===== config.mk =====
export PLATFORM = sky130hd
export DESIGN_NAME = fetch_unit
export DESIGN_NICKNAME = d
export VERILOG_FILES = /design/src/rtl/fetch_unit.sv
export SDC_FILE = /design/constraint.sdc
export NUM_CORES = 1
export LEC_CHECK = 0
export CORE_ASPECT_RATIO = 0.6
export CORE_MARGIN = 3
export CORE_UTILIZATION = 43
export DETAILED_ROUTE_END_ITERATION = 6
export PLACE_DENSITY = 0.84
export SKIP_CTS_REPAIR_TIMING = 1
export SYNTH_ARGS = -nofsm -noshare
export SYNTH_HDL_FRONTEND = slang
export SYNTH_SLANG_ARGS = --single-unit

===== constraint.sdc =====
create_clock -name clk -period 2.2 [get_ports clk]
set_clock_uncertainty 0.15 [all_clocks]
set_input_delay 0.66 -clock clk [delete_from_list [all_inputs] [get_ports clk]]
set_output_delay 0.66 -clock clk [all_outputs]
set_load 0.05 [all_outputs]

===== src/rtl/fetch_unit.sv =====
// fetch_unit: IF stage of the 5-stage MIPS pipeline.
//
// Owns the PC and fetches from a variable-latency instruction memory over a
// req/ack handshake. It holds its outputs on hazard stalls and redirects on
// branches and jumps. When no instruction is ready it emits a NOP bubble. In the
// cycle after a redirect is sampled it pulses Flush_Ctrl so IF/ID drops the
// wrong-path slot.
//
// Ports:
//   clk, rst_n                 clock, synchronous active-low reset
//   stall                      hazard hold of IF outputs and PC
//   branch_taken/branch_target branch redirect (wins over jump)
//   jump/jump_target           jump redirect
//   imem_req/imem_addr         fetch request and address
//   imem_ack/imem_rdata        read data valid / instruction word
//   PC_out, instr_out          PC+4 and instruction word to IF/ID
//   fetch_valid                instr_out is a real fetched instruction
//   Flush_Ctrl                 one-cycle flush pulse to IF/ID
module fetch_unit #(
  parameter logic [31:0] RESET_PC  = 32'h0000_3000,
  parameter logic [31:0] NOP_INSTR = 32'h0000_0000
) (
  input  logic        clk,
  input  logic        rst_n,
  input  logic        stall,
  input  logic        branch_taken,
  input  logic [31:0] branch_target,
  input  logic        jump,
  input  logic [31:0] jump_target,
  output logic        imem_req,
  output logic [31:0] imem_addr,
  input  logic        imem_ack,
  input  logic [31:0] imem_rdata,
  output logic [31:0] PC_out,
  output logic [31:0] instr_out,
  output logic        fetch_valid,
  output logic        Flush_Ctrl
);

  typedef enum logic [1:0] {StFetch, StFull, StDrain} state_e;

  state_e      state_q;
  logic [31:0] pc_q;
  logic [31:0] drain_addr_q;
  logic [31:0] buf_q;
  logic [31:0] buf_pc_q;

  logic        redirect;
  logic [31:0] target;
  logic [31:0] pc_plus4;

  always_comb begin
    redirect = branch_taken | jump;
    target   = (branch_taken ? branch_target : jump_target) & ~32'h0000_0003;
    pc_plus4 = pc_q + 32'd4;
  end

  // Both are simple selects of registered state.
  always_comb begin
    imem_req  = (state_q != StFull);
    imem_addr = (state_q == StDrain) ? drain_addr_q : pc_q;
  end

  always_ff @(posedge clk) begin
    if (!rst_n) begin
      state_q      <= StFetch;
      pc_q         <= RESET_PC;
      drain_addr_q <= 32'h0;
      buf_q        <= 32'h0;
      buf_pc_q     <= 32'h0;
      PC_out       <= 32'h0;
      instr_out    <= NOP_INSTR;
      fetch_valid  <= 1'b0;
      Flush_Ctrl   <= 1'b0;
    end else begin
      Flush_Ctrl <= redirect;
      unique case (state_q)
        StFetch: begin
          if (redirect) begin
            pc_q        <= target;
            PC_out      <= 32'h0;
            instr_out   <= NOP_INSTR;
            fetch_valid <= 1'b0;
            // An outstanding request must still complete; park its address.
            if (!imem_ack) begin
              drain_addr_q <= pc_q;
              state_q      <= StDrain;
            end
          end else if (imem_ack && !stall) begin
            instr_out   <= imem_rdata;
            PC_out      <= pc_plus4;
            fetch_valid <= 1'b1;
            pc_q        <= pc_plus4;
          end else if (imem_ack) begin
            // Stalled: catch the word in the skid buffer, outputs hold.
            buf_q    <= imem_rdata;
            buf_pc_q <= pc_plus4;
            pc_q     <= pc_plus4;
            state_q  <= StFull;
          end else if (!stall) begin
            PC_out      <= 32'h0;
            instr_out   <= NOP_INSTR;
            fetch_valid <= 1'b0;
          end
        end
        StFull: begin
          if (redirect) begin
            pc_q        <= target;
            PC_out      <= 32'h0;
            instr_out   <= NOP_INSTR;
            fetch_valid <= 1'b0;
            state_q     <= StFetch;
          end else if (!stall) begin
            instr_out   <= buf_q;
            PC_out      <= buf_pc_q;
            fetch_valid <= 1'b1;
            state_q     <= StFetch;
          end
        end
        StDrain: begin
          PC_out      <= 32'h0;
          instr_out   <= NOP_INSTR;
          fetch_valid <= 1'b0;
          if (redirect) pc_q <= target;
          if (imem_ack) state_q <= StFetch;
        end
        default: state_q <= StFetch;
      endcase
    end
  end

endmodule


==> impl_metrics.json <==
{
  "grt_overflow": 0,
  "place_congestion": 0.915,
  "ff2ff_setup_slack_ps": -230,
  "post_dp_cell_area_sq_mm": 0.0121,
  "grt_usage_pct": 25.4,
  "die_h_microns": 118,
  "routed_wl_microns": 32100,
  "drt_iter0_drc": 954,
  "status": "finished, violations left",
  "synth-main-ff-cell": "dfxtp_1",
  "wl_per_cell_microns": 19.1,
  "cts_root_buf": "clkbuf_16",
  "fmax_ghz": 0.395,
  "fin_ws_ps": -329,
  "p_sw_w": 0.00299,
  "numCtsBuffers": 17,
  "drv_cap": 0,
  "seqPwrFrac_pct": 41.0,
  "drcViolationCount": 0,
  "port_buffers": 194,
  "num-nets-final": 1499,
  "critPathCaptureType": "output pin",
  "vias": 9808,
  "hold_path_class": "register to register",
  "cts.sinks": 189,
  "synthArstFlopShare_pct": 0,
  "clk_pin_slew_worst_paths_ps": 70,
  "instances_no_fill": 1678,
  "worstRegToRegCells": 10,
  "final-max-slew-violation-count": 0,
  "setup_violations": 86,
  "final_util_pct": 67.5,
  "synth_edf_count": 0,
  "ys_ff_latch": 189,
  "violations": "setup timing",
  "dp.cells": 1626,
  "tightest_slew_ps": 536,
  "path_class": "register to output pin",
  "cts_tree": "built",
  "fin_area_sq_mm": 0.0137,
  "start_util_pct": 44.4,
  "critical_path_required_ps": 1390,
  "p_per_area_mw_per_mm2": 666,
  "r2r_start": "state_q[0]",
  "drive_gt1_share_pct": 30.2,
  "slowest_stage": "mux2_2",
  "rr_endpoint": "instr_out[9]",
  "arrival_ps": 1720,
  "switching_share_pct": 32.8,
  "insertion_delay_ps": 440,
  "critPathMaxStageDelay_ps": 370,
  "min_from": "drain_addr_q[27]",
  "placeableCoreArea_sq_mm": 0.0203,
  "antenna_found_initial": 0,
  "antenna_cells": 0,
  "cp_max_fo": 15,
  "dpl_worst_slack_ps": -599,
  "drtAntennaViolNets": 0,
  "grt_pass1_wl_microns": 46900,
  "irDropWorstVdd_v": 0.000591,
  "synth_area_leaders": "dfxtp_1 42%, a21oi_1 7.7%, nand2_1 7.0%",
  "fp-row-count": 40,
  "syn_avg_cell_area_sq_um": 7.74,
  "nFillCells": 1614,
  "p_int_w": 0.00613,
  "cp_num_buf_inv": 3,
  "grt_max_degree": 55,
  "start_kind": "register",
  "die_area_sq_mm": 0.0228,
  "crit_chain": "inv_2, ha_4, buf_12, mux2_2, buf_6",
  "grt_pass1_vias": 9254,
  "synth_top_cell_by_area": "dfxtp_1",
  "slew_headroom_pct": 64.3,
  "hold_violations": 0,
  "via_per_inst": 5.85,
  "p_leak_nw": 5.27,
  "clockPowerShare_pct": 32.5,
  "finalCriticalPeriod_ps": 2530,
  "synthToLayoutAreaGrowth_pct": 52.0,
  "synth_common_cells": "189 x dfxtp_1, 169 x nand2_1, 138 x a21oi_1",
  "ys_seq_area_share_pct": 42.0,
  "hold_ws_ps": 306,
  "ys_types": 54,
  "post-dp-hpwl_microns": 21100,
  "post-route-period-util_pct": 115,
  "firstDrtPassIters": 5,
  "netlist.area_leader.share_pct": 42.0,
  "yosysWarnings": 0,
  "rsz0062_at_grt": "yes",
  "max-clock-path-buffers": 2,
  "worstHoldPathCells": 2,
  "syn-instance-count": 1163,
  "htreeDepth": 4,
  "die_w_microns": 193,
  "pwr-share-comb_pct": 26.5,
  "cp_top_family": "buffers and inverters",
  "min_to": "drain_addr_q[27]",
  "ioPinCount": 201,
  "synth_area_sq_mm": 0.00901,
  "yosysMostFrequentCell": "dfxtp_1"
}
## power groups by stage
stage	combinational [W]	sequential, W	clock, W
floorplan	0.00110	0.00393	0
global placement	0.00210	0.00378	0
detailed placement	0.00213	0.00379	0
CTS	0.00215	0.00372	0.00299
global route	0.00256	0.00376	0.00313
finish	0.00242	0.00374	0.00297
## state kept, by name (all words and copies together) (netlist names)
| register | cells |
|---|---|
| Flush_Ctrl | 1 |
| PC_out | 31 |
| buf_pc_q | 30 |
| buf_q | 32 |
| drain_addr_q | 30 |
| fetch_valid | 1 |
| instr_out | 32 |
| pc_q | 30 |
| state_q | 2 |
## layout by cell type (no fill, tap or decap), types with 8 or more instances in the layout
cell type and n:
a31oi_1 13, mux2_2 14, nand3_1 24, clkdlybuf4s50_1 93, nand2_1 161, dfxtp_2 13, a21oi_1 126, a221oi_2 18
clkbuf_16 23, nor2_1 98, buf_8 8, o21ai_0 53, nor4_1 10, o31a_1 9, xnor2_1 13, nor3_2 9
o21ai_4 11, o21ai_2 20, a211oi_1 16, buf_12 33, dfxtp_1 175, a21oi_2 10, buf_4 159, buf_6 23
mux2i_1 26, a221oi_1 9, inv_1 12, a221oi_4 8, nor3_1 65, o211a_1 8
## per-layer routing
metal	up-vias	share of wire, %	track usage (%)
met1	4636	43	35.0
met5	-	0	0
met2	530	47	40.4
met3	47	9.1	5.33
met4	0	1.6	6.91
li1	4595	-	-
## area by class of cell
type	instances	area [sq um]	area share, %
clock buffers	18	429	3.13
flip-flops and latches	189	3800	27.8
multi-input cells	841	5540	40.5
repair buffers	327	3380	24.7
inverters	16	65.1	0.475
clock inverters	14	124	0.905
well taps	273	342	2.49
## worst max path at each step
stage,from,endpoint,slack [ps],depth (start not counted)
global route,state_q[0],imem_addr[28],-380,5
finish,state_q[0],imem_addr[26],-330,5
floorplan,state_q[0],imem_addr[10],-60,5
CTS,state_q[0],imem_addr[9],-440,5
detailed placement,jump,instr_out[23],-600,8
global placement,jump,PC_out[7],-540,9
## stage by stage
step | setup TNS, ps | total power (W)
final | -16830 | 0.00912
after global routing | -21070 | 0.00944
after floorplan | -1160 | 0.00503
after detailed placement | -79070 | 0.00593
after CTS | -17530 | 0.00885
after global placement | -70860 | 0.00588
## worst reg2reg max path, cell delays in order (launching register included)
cell and delay, ps:
dfxtp_2 330, inv_2 50, buf_4 140, ha_4 230
or3_4 390, buf_6 150, nor3_4 300, buf_12 190
clkbuf_16 180, a221oi_4 70, nor3_2 180
## logic make-up after synthesis
family,share of synthesized area [%]
and+or+nand+nor,21.9
AOI/OAI and AO/OA,22.5
DFF,42.0
buffers and inverters,5.74
muxes,5.39
xor gates and xnor gates,1.65
adders and majority gates,0.695
other,0.0416
Note: power is estimated with default switching activity, not from simulation.
